<file path="src/rtl/battery_switch_ctrl.sv">
// Two-battery source selector with break-before-make dead time and a shared
// charger. The charger only ever serves the battery that is not powering the load.
module battery_switch_ctrl #(
  parameter int WIDTH    = 4,
  parameter int LOW_TH   = 2,
  parameter int DEAD_CYC = 2
) (
  input  logic             clk,
  input  logic             rst_n,
  input  logic [WIDTH-1:0] battA,
  input  logic [WIDTH-1:0] battB,
  output logic             sel_a,
  output logic             sel_b,
  output logic             chg_a,
  output logic             chg_b,
  output logic             alarm,
  output logic [7:0]       switch_cnt
);

  typedef enum logic [1:0] {
    ST_OFF,
    ST_RUN_A,
    ST_RUN_B,
    ST_DEAD
  } state_t;

  localparam int CW = $clog2(DEAD_CYC + 1);

  logic [WIDTH-1:0] level [2];
  logic [1:0]       empty;
  logic [1:0]       full;

  assign level[0] = battA;
  assign level[1] = battB;

  generate
    for (genvar gi = 0; gi < 2; gi++) begin : g_level
      assign empty[gi] = (level[gi] <= WIDTH'(LOW_TH));
      assign full[gi]  = &level[gi];
    end
  endgenerate

  state_t          state_reg, state_next;
  logic            target_reg, target_next;  // 0 = A, 1 = B
  logic [CW-1:0]   dead_cnt_reg, dead_cnt_next;
  logic [7:0]      switch_cnt_reg, switch_cnt_next;
  logic            sel_a_reg, sel_b_reg, alarm_reg;
  logic            chg_a_reg, chg_b_reg;
  logic            chg_a_next, chg_b_next;
  logic            enter_dead;

  always_comb begin
    state_next      = state_reg;
    target_next     = target_reg;
    dead_cnt_next   = dead_cnt_reg;
    switch_cnt_next = switch_cnt_reg;
    enter_dead      = 1'b0;

    case (state_reg)
      ST_OFF: begin
        if (!empty[0])      state_next = ST_RUN_A;
        else if (!empty[1]) state_next = ST_RUN_B;
      end
      ST_RUN_A: begin
        if (empty[0]) begin
          if (!empty[1]) begin
            state_next  = ST_DEAD;
            target_next = 1'b1;
            enter_dead  = 1'b1;
          end else begin
            state_next = ST_OFF;
          end
        end
      end
      ST_RUN_B: begin
        if (empty[1]) begin
          if (!empty[0]) begin
            state_next  = ST_DEAD;
            target_next = 1'b0;
            enter_dead  = 1'b1;
          end else begin
            state_next = ST_OFF;
          end
        end
      end
      ST_DEAD: begin
        // The target is only judged at the end; the dead time always runs in full.
        if (dead_cnt_reg == CW'(DEAD_CYC)) begin
          if (empty[target_reg]) state_next = ST_OFF;
          else                   state_next = target_reg ? ST_RUN_B : ST_RUN_A;
        end else begin
          dead_cnt_next = dead_cnt_reg + CW'(1);
        end
      end
      default: state_next = ST_OFF;
    endcase

    if (enter_dead) begin
      dead_cnt_next = CW'(1);
      if (switch_cnt_reg != 8'hFF) switch_cnt_next = switch_cnt_reg + 8'd1;
    end
  end

  // Charger: released on any state change or on full; a grant needs an idle cycle.
  always_comb begin
    chg_a_next = 1'b0;
    chg_b_next = 1'b0;
    if ((state_next == state_reg) &&
        ((state_reg == ST_RUN_A) || (state_reg == ST_RUN_B))) begin
      if (chg_a_reg || chg_b_reg) begin
        chg_a_next = chg_a_reg & ~full[0];
        chg_b_next = chg_b_reg & ~full[1];
      end else if (state_reg == ST_RUN_A) begin
        chg_b_next = ~full[1];
      end else begin
        chg_a_next = ~full[0];
      end
    end
  end

  always_ff @(posedge clk) begin
    if (!rst_n) begin
      state_reg      <= ST_OFF;
      target_reg     <= 1'b0;
      dead_cnt_reg   <= '0;
      switch_cnt_reg <= 8'd0;
      sel_a_reg      <= 1'b0;
      sel_b_reg      <= 1'b0;
      alarm_reg      <= 1'b0;
      chg_a_reg      <= 1'b0;
      chg_b_reg      <= 1'b0;
    end else begin
      state_reg      <= state_next;
      target_reg     <= target_next;
      dead_cnt_reg   <= dead_cnt_next;
      switch_cnt_reg <= switch_cnt_next;
      sel_a_reg      <= (state_next == ST_RUN_A);
      sel_b_reg      <= (state_next == ST_RUN_B);
      alarm_reg      <= (state_next == ST_OFF);
      chg_a_reg      <= chg_a_next;
      chg_b_reg      <= chg_b_next;
    end
  end

  assign sel_a      = sel_a_reg;
  assign sel_b      = sel_b_reg;
  assign chg_a      = chg_a_reg;
  assign chg_b      = chg_b_reg;
  assign alarm      = alarm_reg;
  assign switch_cnt = switch_cnt_reg;

endmodule
</file>
<file path="config.mk">
export PLATFORM = sky130hd
export DESIGN_NAME = battery_switch_ctrl
export DESIGN_NICKNAME = d
export VERILOG_FILES = /design/src/rtl/battery_switch_ctrl.sv
export SDC_FILE = /design/constraint.sdc
export NUM_CORES = 1
export LEC_CHECK = 0
export BUFFER_PORTS_ARGS = -buffer_cell sky130_fd_sc_hd__buf_2
export CORE_ASPECT_RATIO = 2
export CORE_MARGIN = 3
export CORE_UTILIZATION = 35
export DETAILED_ROUTE_END_ITERATION = 6
export PLACE_DENSITY = 0.59
export SETUP_SLACK_MARGIN = 0.4
export SKIP_LAST_GASP = 1
export SLEW_MARGIN = 20
export SYNTH_ARGS = -nofsm -noshare
export SYNTH_HDL_FRONTEND = slang
export SYNTH_SLANG_ARGS = --single-unit
</file>
<file path="constraint.sdc">
create_clock -name clk -period 2.5 [get_ports clk]
set_input_delay 0.25 -clock clk [delete_from_list [all_inputs] [get_ports clk]]
set_output_delay 0.25 -clock clk [all_outputs]
set_load 0.05 [all_outputs]
</file>
---- Word level (Yosys, flattened, before mapping) ----
Cells that the tools add are included.
storage, ports and cells
  input bits .............................. 10
  word-level logic and storage cells ...... 78
  output and inout bits ................... 13
  flip-flop bits (word level) ............. 18
cells by class
  equal/unequal tests ..................... 13
  bitwise logic cells ..................... 6
  order comparisons ....................... 3
  mux-type cells .......................... 29
  reductions and logical operators ........ 15
  add/subtract/negate cells ............... 2
operator list
  kind                   count
  $mux W2                9
  $mux W1                17
  $ne A2 B2 Y1 const B   5
  $add A8 B1 Y8 const B  1
  $eq A2 B2 Y1 const B   4
  $le A4 B2 Y1 const B   2
  $ne A8 B8 Y1 const B   1
  $pmux W2 S4            1
  $reduce_and A2 Y1      4
  $reduce_and A4 Y1      2
  $reduce_and A5 Y1      1
  $eq A2 B1 Y1 const B   2
  $logic_not A2 Y1       2
  $not A1 Y1             4
  $pmux W1 S2            2
  $reduce_bool A2 Y1     2
  $add A2 B1 Y2 const B  1
  $and A1 B1 Y1          2
  $eq A2 B2 Y1           1
  $logic_or A1 B1 Y1     2
  $lt A1 B2 Y1 const B   1
  $reduce_or A2 Y1       1
  $logic_and A1 B1 Y1    1

---- Longest topological paths before layout ----
Gate-level depths: netlist of run 1.
  depth in word-level cells ............... 9
  gate-level depth with buffers ........... 7
  depth with buffers taken out ............ 7

---- Worst setup path before layout of run 1 ----
OpenSTA, ideal clock, no wires.
  kind .................................... register to register
  from .................................... reg switch_cnt_reg[0] (netlist: switch_cnt[0])
  to ...................................... reg switch_cnt_reg[1] (netlist: switch_cnt[1])
  slack ................................... 0.577 ns
  cell stages (with the launch flop) ...... 8
  data arrival time ....................... 1.796 ns
  clock period less this slack ............ 1.923 ns
  path buffers ............................ 1
  path through ............................ dfxtp_1 > ha_1 > nand3_1 > or2_2 > o211ai_4 > buf_6 > mux2i_1 > nor2_1
between the ends
  cells in the longest elaborated chain, start to end .. 2
ends and longest elaborated chain
  what                                                   line  RTL
  start, declared                                        46    logic [7:0] switch_cnt_reg, switch_cnt_next;
  start signal, assigned                                 136   switch_cnt_reg <= switch_cnt_next;
  branches (longest 2 deep; another with $add A8 B1 Y8)  n/a
Several ways; the timed one is not identified.
A chain may end at the register's enable or synchronous reset.

---- Worst setup path in the final report of run 1 ----
  from .................................... reg state_reg[1]
  to ...................................... reg chg_a_reg (netlist: chg_a)
between the ends
  cells in the longest elaborated chain, start to end .. 6
ends and longest elaborated chain
  what                                line  RTL
  start, declared                     43    state_t state_reg, state_next;
  start signal, assigned              133   state_reg <= state_next;
  $mux W2                             62    else if (!empty[1]) state_next = ST_RUN_B;
  $mux W2                             61    if (!empty[0]) state_next = ST_RUN_A;
  $pmux W2 S4                         59    case (state_reg)
  $eq A2 B2 Y1                        108   if ((state_next == state_reg) &&
  $logic_and A1 B1 Y1                 108
  $reduce_and A2 Y1 (no source line)  n/a
  end signal, assigned                140   chg_a_reg <= chg_a_next;
  end, declared                       48    logic chg_a_reg, chg_b_reg;
Several ways; a longest one is shown, not always the timed one.

==> results.txt, run 1 <==
Seq/Total Area, Yosys: 33.5%
number of synthesized flops with an enable pin: 0
PwrDens: 891 nW/um^2
max FFs per register: 8
crit start category: flop
Worst slew margin: 64.3%
CTS tree: built
Yosys reg bits: 18
worst hold-check path type: primary input to flop
Die Y: 84.4 microns
antenna diode instance count: 0
DR vias: 1079
Worst Max-Slew Pin Slew: 0.530 ns
Async SR Flop Fraction: 0%
wire per inst: 15.5 microns
WS Path Type: flop to flop
Worst Path Arrival: 2.08 ns
endpoint class of the critical path: flop
Placer Congestion: 0.837
CP required: 2.64 ns
Mapped Avg Cell Area: 8.89 sq um
root buffer cell: clkbuf_8
starting DRC count in detailed routing: 35
vias in the first global route: 1045
GRT Residual Overflow: 0
leakage power: 0.515 nW
final-report setup violation count: 0
Post-synth top flop: dfxtp_1
outcome: completed
# fillers: 294
clk_lat worst skew: 0.26 ns
Final HPWL DP: 2080 microns
DRC: 0
total wire length: 2700 microns
maxcap violations: 0
Post-Syn Nets: 137
core footprint: 2840 sq um
synth unique cells: 44
Pwr Total: 1.12 mW
layout cells sized above 1: 26.9%
Clock transition at path regs: 0.06 ns
IO Count: 23
Starting Density: 37.9%
clock sinks: 18
number of routed nets with antenna violations: 0
first-pass GRT wire length: 4580 microns
Final Cycle Share: 77.9%
post-route minimum period: 1.95 ns
largest net degree at the start of global routing: 14
CP max FO: 7
Synth Cell Area: 1080 sq um
nets: 163
clk_skew: 0.00355 ns
IO Port Bufs: 22
Pre-antenna DRT Iters: 4
total negative slack: 0 ns
H-tree levels: 1
CTS max path bufs: 2
highest clock rate: 513 MHz
Post-Route Utilization: 44.4%
Hold Slack: 0.326 ns
Area Growth Syn to Fin: 17.1%
Final Hold Vio Count: 0
GRT Overall Usage: 15.8%
antenna violations before repair: 0
num rows: 27
max-slew violations: 0
peak supply drop: 398 uV
warnings from Yosys: 0
vias per inst: 6.20
unrepaired setup endpoints after global routing: no
TritonCTS buffer count: 3
Die Area: 3820 sq um
Die Wd: 45.2 microns
post-synthesis cell count: 121
what timing repair did:
action	CTS	global route
hold buffers	0	0
gates resized for setup	0	3
setup endpoints to repair	0	3
buffers inserted	0	1
final timing paths:
check	start	endpoint	slack [ns]	cells after the start
max	state_reg[1]	chg_a	0.55	7
min	rst_n	state_reg[1]	0.33	2
max reg2reg	state_reg[1]	chg_a	0.55	7
min reg2reg	switch_cnt[7]	switch_cnt[7]	0.50	2
logic make-up (layout without fill, tap and decap cells):
logic type / after synthesis / after routing / share of synthesized area (%)
XOR/XNOR: 2 / 2 / 1.63
multiplexers: 1 / 1 / 0.930
adder cells (fa/ha/maj): 6 / 6 / 6.98
flip-flops: 18 / 18 / 33.5
buffers and inverters: 9 / 33 / 3.84
AO/OA/AOI/OAI: 42 / 42 / 30.5
AND/OR/NAND/NOR: 43 / 43 / 22.7
cell usage after synthesis (all sizes together) (4+ instances only):
library cell | n | share of area, %
dfxtp | 18 | 33
a21oi | 11 | 5.1
nor2 | 9 | 3.1
inv | 7 | 2.4
ha | 6 | 7.0
o211ai | 6 | 5.5
and3 | 5 | 3.4
nand3 | 5 | 2.3
o21ai | 5 | 2.3
a211oi | 4 | 5.1
nand2 | 4 | 1.4
through the flow:
| stage | setup WS, ns | instances | area (sq um) |
|---|---|---|---|
| floorplan | 0.577 | 121 | 1080 |
| global placement | 0.514 | 170 | 1210 |
| detailed placement | 0.458 | 170 | 1210 |
| CTS | 0.445 | 173 | 1250 |
| global route | 0.426 | 174 | 1260 |
| finish | 0.552 | 174 | 1260 |
worst max-delay path, stage by stage (launching register included):
cell	delay [ns]
dfxtp_2	0.39
inv_1	0.12
ha_1	0.28
or2_2	0.33
a2111oi_1	0.40
o31ai_1	0.15
nand4_1	0.11
nor3_1	0.05
layer usage:
layer  track usage, %  share of wire (%)  vias up
li1                 -                  -      520
met1             16.4                 36      520
met2             27.6                 56       30
met3             2.36                5.2        9
met4             9.33                3.0        0
met5                0                  0        -
cells in the final DEF, fill, tap and decap left out, types with 2 or more instances in the layout:
cell,count
a211oi_4,2
a211oi_1,2
buf_2,22
nand4_1,3
clkbuf_8,3
or2_2,3
nand2_1,4
dfxtp_2,2
o31ai_1,3
o41ai_1,2
a21oi_1,11
inv_1,7
and3_1,4
a41oi_1,2
nand3_1,5
o211ai_1,5
dfxtp_1,16
nor3_1,3
o21ai_0,5
or3_1,2
ha_1,6
nor2_1,9
layout make-up:
type | instances | area [sq um] | area share [%]
clock buffer | 3 | 41.3 | 3.28
inverter | 7 | 26.3 | 2.09
timing repair buffer | 23 | 118 | 9.33
tap | 29 | 36.3 | 2.88
sequential | 18 | 363 | 28.8
multi-input combinational | 94 | 676 | 53.6
where the power goes:
part           internal [mW]  total [mW]  switching [mW]
Sequential             0.340       0.380          0.0395
Clock                  0.107       0.205          0.0975
Combinational          0.193       0.539           0.346
Total                  0.640        1.12           0.483
(Power assumes the default switching activity.)
==> run 2, diff against run 1 <==
Clock period 2.5 ns to 1.9 ns, I/O delays scaled along.
==> run 2 against run 1 <==
Global-route usage is 2.8 points higher; first-iteration DRC count decreased by 31%; die area unchanged; clock power rose by 30%; design area up 34%; critical path depth shrank 1; register-to-register slack worse by 0.32 ns; cell count rose by 14%; clock skew hardly changed; via count up 8.5%; utilization is 15 points higher.
==> results.txt, run 2 (same netlist as run 1, synthesis figures left out) <==
vias in the first global route: 1175 (was 1045)
clk_skew: 0.00337 ns (was 0.00355 ns)
TritonCTS buffer count: 3 (unchanged)
Starting Density: 37.9% (unchanged)
number of routed nets with antenna violations: 0 (unchanged)
Final Worst Setup Slack: 0.229 ns (was 0.552 ns)
CP max FO: 6 (was 7)
Pwr Total: 1.91 mW (was 1.12 mW)
final-report setup violation count: 0 (unchanged)
worst-path cell chain: buf_6 > ha_4 > and3_4 > o211ai_4 > or4_1 > a21oi_2 (was inv_1 > ha_1 > or2_2 > a2111oi_1 > o31ai_1 > nand4_1 > nor3_1)
PwrDens: 1140 nW/um^2 (was 891 nW/um^2)
# fillers: 258 (was 294)
Final Cycle Share: 88.0% (was 77.9%)
hold_buf cts: 0 (unchanged)
Worst slew margin: 68.4% (was 64.3%)
outcome: completed (unchanged)
Setup WS pre-CTS: 0.107 ns (was 0.458 ns)
vias per inst: 5.91 (was 6.20)
DRC: 0 (unchanged)
worst hold-check path type: primary input to flop (unchanged)
Die Wd: 45.2 microns (unchanged)
GRT Overall Usage: 18.5% (was 15.8%)
Die Y: 84.4 microns (unchanged)
total wire length: 3360 microns (was 2700 microns)
Area Growth Syn to Fin: 56.5% (was 17.1%)
nets: 186 (was 163)
max-slew violations: 0 (unchanged)
DR vias: 1171 (was 1079)
layout cells sized above 1: 56.8% (was 26.9%)
IO Count: 23 (unchanged)
CTS max path bufs: 2 (unchanged)
total negative slack: 0 ns (unchanged)
peak supply drop: 483 uV (was 398 uV)
IO Port Bufs: 22 (unchanged)
wire per inst: 17.0 microns (was 15.5 microns)
maxcap violations: 0 (unchanged)
Final Hold Vio Count: 0 (unchanged)
max FFs per register: 8 (unchanged)
cell with the largest stage delay on the worst path: or4_1 (was a2111oi_1)
Pre-antenna DRT Iters: 4 (unchanged)
unrepaired setup endpoints after global routing: yes (was no)
Worst Max-Slew Pin Slew: 0.473 ns (was 0.530 ns)
CP required: 2.08 ns (was 2.64 ns)
leakage power: 0.650 nW (was 0.515 nW)
R2R setup slack: 0.23 ns (was 0.55 ns)
Final HPWL DP: 2340 microns (was 2080 microns)
antenna violations before repair: 0 (unchanged)
crit start category: flop (unchanged)
Placer Congestion: 0.958 (was 0.837)
starting DRC count in detailed routing: 24 (was 35)
clk_lat worst skew: 0.25 ns (was 0.26 ns)
Worst Path Arrival: 1.85 ns (was 2.08 ns)
core footprint: 2840 sq um (unchanged)
WS Path Type: flop to flop (unchanged)
Clock transition at path regs: 0.07 ns (was 0.06 ns)
CTS tree: built (unchanged)
largest net degree at the start of global routing: 14 (unchanged)
root buffer cell: clkbuf_8 (unchanged)
post-route minimum period: 1.67 ns (was 1.95 ns)
Post-Route Utilization: 59.3% (was 44.4%)
highest clock rate: 598 MHz (was 513 MHz)
antenna diode instance count: 0 (unchanged)
Worst path max stage delay: 0.45 ns (was 0.40 ns)
GRT Residual Overflow: 0 (unchanged)
endpoint class of the critical path: flop (unchanged)
commonest cells after routing, fill and taps aside: buf_2 (22), buf_4 (20), a21oi_1 (9), nor2_1 (9), dfxtp_4 (8) (was buf_2 (22), dfxtp_1 (16), a21oi_1 (11), nor2_1 (9), inv_1 (7))
clock sinks: 18 (unchanged)
commonest non-fill, non-tap cell in the layout: buf_2 (unchanged)
first-pass GRT wire length: 5320 microns (was 4580 microns)
num rows: 27 (unchanged)
Die Area: 3820 sq um (unchanged)
H-tree levels: 1 (unchanged)
## run 2: cell types whose count changed in the layout (fill, tap and decap cells not counted), sizes merged
cell    previous run  this run
clkinv             0         1
buf               23        46
## run 2: per-layer routing
| layer | wire length (microns) | GRT usage [%] | vias to the layer above |
|---|---|---|---|
| met5 | 0 | 0 | - |
| met1 | 1090 | 17.0 | 563 |
| met2 | 2010 | 34.8 | 38 |
| met4 | 115 | 11.5 | 0 |
| met3 | 141 | 2.36 | 8 |
| li1 | - | - | 562 |
## run 2: timing repair
item	4_1_cts	5_1_grt
hold endpoints to repair	0	0
resized for setup	16	11
setup endpoints to repair	14	16
buffers inserted	18	1
cloned	0	0
pin swaps	15	10
## run 2: layout make-up
type	instances	area [sq um]	share of cell area (%)
flip-flops and latches	18	394	23.4
well taps	29	36.3	2.15
clock buffers	3	41.3	2.45
clock inverters	1	3.75	0.223
inverters	7	33.8	2.01
multi-input cells	94	870	51.6
repair buffers	46	305	18.1
## run 2: path summary, 6_finish.rpt
kind / from / to / cells after the start
setup reg to reg: state_reg[1] / switch_cnt[7] / 6
setup / recovery: state_reg[1] / switch_cnt[7] / 6
hold reg to reg: switch_cnt[6] / switch_cnt[6] / 1
hold / removal: rst_n / state_reg[1] / 2
## run 2: metrics by stage
stage                     instance area (sq um)  cells  hold slack, ns
after CTS                                  1620    197           0.262
after detailed placement                   1370    175           0.449
after global placement                     1370    175           0.445
after floorplan                            1200    121           0.311
final                                      1680    198           0.272
after global routing                       1680    198           0.270
## run 2: where the power goes
group | total, mW | internal [mW] | switching, mW | leakage, nW
logic | 1.12 | 0.507 | 0.617 | 0.473
clock network | 0.266 | 0.143 | 0.123 | 0.0231
registers | 0.523 | 0.448 | 0.0745 | 0.154
total | 1.91 | 1.10 | 0.814 | 0.650
## run 2: critical path: cells and delay by family, from the launching register on
kind | cells | cell delay (ns)
AOI/OAI and AO/OA | 2 | 0.27
adders and majority gates | 1 | 0.15
buffers and inverters | 1 | 0.12
and+or+nand+nor | 2 | 0.65
DFF | 1 | 0.40
==> run 3, diff against run 2 <==
Settings changed: CORE_MARGIN 3 to 2.
==> run 3 against run 2 <==
Clock skew about the same; sequential power decreased by 0.8%; first-iteration DRC count shrank 17%; register-to-register slack about the same; design area fell by 7.4%; combinational power decreased by 12%; clock power grew 3%; wire length shrank 7.6%; critical path type unchanged.
==> results.txt, run 3 (same netlist as run 1, synthesis figures left out) <==
maxcap violations: 0 (unchanged)
antenna diode instance count: 0 (unchanged)
outcome: completed (unchanged)
clk_lat worst skew: 0.25 ns (about the same)
Area Growth Syn to Fin: 44.9% (was 56.5%)
vias in the first global route: 1183 (was 1175)
DR vias: 1172 (was 1171)
Worst Max-Slew Pin Slew: 0.429 ns (was 0.473 ns)
num rows: 28 (was 27)
Die Y: 82.4 microns (was 84.4 microns)
antenna violations before repair: 0 (unchanged)
core footprint: 2940 sq um (was 2840 sq um)
max-slew violations: 0 (unchanged)
CTS max path bufs: 2 (unchanged)
total negative slack: 0 ns (unchanged)
Pre-antenna DRT Iters: 4 (unchanged)
Final Cycle Share: 87.8% (was 88.0%)
Final Hold Vio Count: 0 (unchanged)
Starting Density: 36.6% (was 37.9%)
clock sinks: 18 (unchanged)
Post-Route Utilization: 53.0% (was 59.3%)
highest clock rate: 600 MHz (was 598 MHz)
CP required: 2.09 ns (was 2.08 ns)
GRT Residual Overflow: 0 (unchanged)
WS Path Type: flop to flop (unchanged)
PwrDens: 1140 nW/um^2 (about the same)
Die Wd: 43.2 microns (was 45.2 microns)
IO Count: 23 (unchanged)
leakage power: 0.599 nW (was 0.650 nW)
layout cells sized above 1: 49.7% (was 56.8%)
Setup WS pre-CTS: 0.180 ns (was 0.107 ns)
commonest non-fill, non-tap cell in the layout: buf_2 (unchanged)
commonest cells after routing, fill and taps aside: buf_2 (22), buf_4 (13), a21oi_1 (11), nor2_1 (9), dfxtp_4 (8) (was buf_2 (22), buf_4 (20), a21oi_1 (9), nor2_1 (9), dfxtp_4 (8))
total wire length: 3100 microns (was 3360 microns)
Final HPWL DP: 2230 microns (was 2340 microns)
Placer Congestion: 0.876 (was 0.958)
nets: 178 (was 186)
largest net degree at the start of global routing: 14 (unchanged)
# fillers: 298 (was 258)
clk_skew: 0.00327 ns (was 0.00337 ns)
first-pass GRT wire length: 5160 microns (was 5320 microns)
TritonCTS buffer count: 3 (unchanged)
Clock transition at path regs: 0.07 ns (about the same)
endpoint class of the critical path: flop (unchanged)
max FFs per register: 8 (unchanged)
CP max FO: 4 (was 6)
H-tree levels: 1 (unchanged)
peak supply drop: 616 uV (was 483 uV)
unrepaired setup endpoints after global routing: yes (unchanged)
Die Area: 3560 sq um (was 3820 sq um)
final-report setup violation count: 0 (unchanged)
worst hold-check path type: primary input to flop (unchanged)
GRT Overall Usage: 19.1% (was 18.5%)
IO Port Bufs: 22 (unchanged)
post-route minimum period: 1.67 ns (about the same)
cell with the largest stage delay on the worst path: dfxtp_4 (was or4_1)
wire per inst: 16.2 microns (was 17.0 microns)
starting DRC count in detailed routing: 20 (was 24)
vias per inst: 6.14 (was 5.91)
worst-path cell chain: ha_2 > and3b_2 > a211oi_2 > o2bb2ai_1 > o211ai_1 > buf_4 > nor3b_2 (was buf_6 > ha_4 > and3_4 > o211ai_4 > or4_1 > a21oi_2)
CTS tree: built (unchanged)
root buffer cell: clkbuf_8 (unchanged)
Final Worst Setup Slack: 0.233 ns (was 0.229 ns)
Worst slew margin: 71.4% (was 68.4%)
number of routed nets with antenna violations: 0 (unchanged)
Worst Path Arrival: 1.85 ns (about the same)
DRC: 0 (unchanged)
Worst path max stage delay: 0.38 ns (was 0.45 ns)
crit start category: flop (unchanged)
run 3: changes by cell type in the layout (fill, tap and decap cells not counted), sizes merged:
cell    before  now
o211ai       6    7
buf         46   37
run 3: final timing paths:
| path | startpoint | endpoint | slack [ns] | cells after the start |
|---|---|---|---|---|
| min reg2reg | switch_cnt[6] | switch_cnt[6] | 0.48 | 1 |
| max | state_reg[0] | alarm | 0.23 | 7 |
| max reg2reg | state_reg[0] | alarm | 0.23 | 7 |
| min | rst_n | state_reg[1] | 0.26 | 2 |
run 3: what timing repair did:
action / in CTS / in global routing
setup endpoints to repair: 14 / 16
gates cloned: 1 / 0
gates resized for setup: 6 / 7
setup buffers: 12 / 0
hold buffers: 0 / 0
pin swaps: 10 / 4
hold endpoints to repair: 0 / 0
run 3: metrics by stage:
step	instance area (sq um)	hold slack (ns)	power (mW)	std cells
2_1_floorplan	1200	0.311	1.12	121
3_3_place_gp	1350	0.466	1.29	174
3_5_place_dp	1350	0.467	1.30	174
4_1_cts	1530	0.257	1.76	191
5_1_grt	1560	0.270	1.89	191
6_report	1560	0.257	1.78	191
run 3: worst max-delay path: cells and delay by family, from the launching register on:
kind,cells,cell delay [ns]
buffers and inverters,1,0.16
AO/OA/AOI/OAI,3,0.49
flip-flops,1,0.38
adder cells (fa/ha/maj),1,0.20
AND/OR/NAND/NOR,2,0.38
run 3: layout make-up:
type	count	area (sq um)	share of cell area [%]
clock buffers	3	41.3	2.65
clock inverters	1	3.75	0.241
inverters	7	33.8	2.17
multi-input cells	95	810	51.9
flip-flops and latches	18	394	25.3
well taps	30	37.5	2.41
repair buffers	37	239	15.3
run 3: power breakdown:
group | total (mW) | leakage [nW] | switching (mW) | internal, mW
sequential | 0.519 | 0.154 | 0.0708 | 0.448
clock | 0.274 | 0.0231 | 0.130 | 0.144
combinational | 0.991 | 0.422 | 0.568 | 0.423
run 3: routing by layer:
metal	routed length (microns)	track usage, %	vias up
li1	-	-	550
met1	1040	17.1	559
met2	1780	37.9	44
met3	131	2.39	19
met4	152	12.4	0
met5	0	0	-
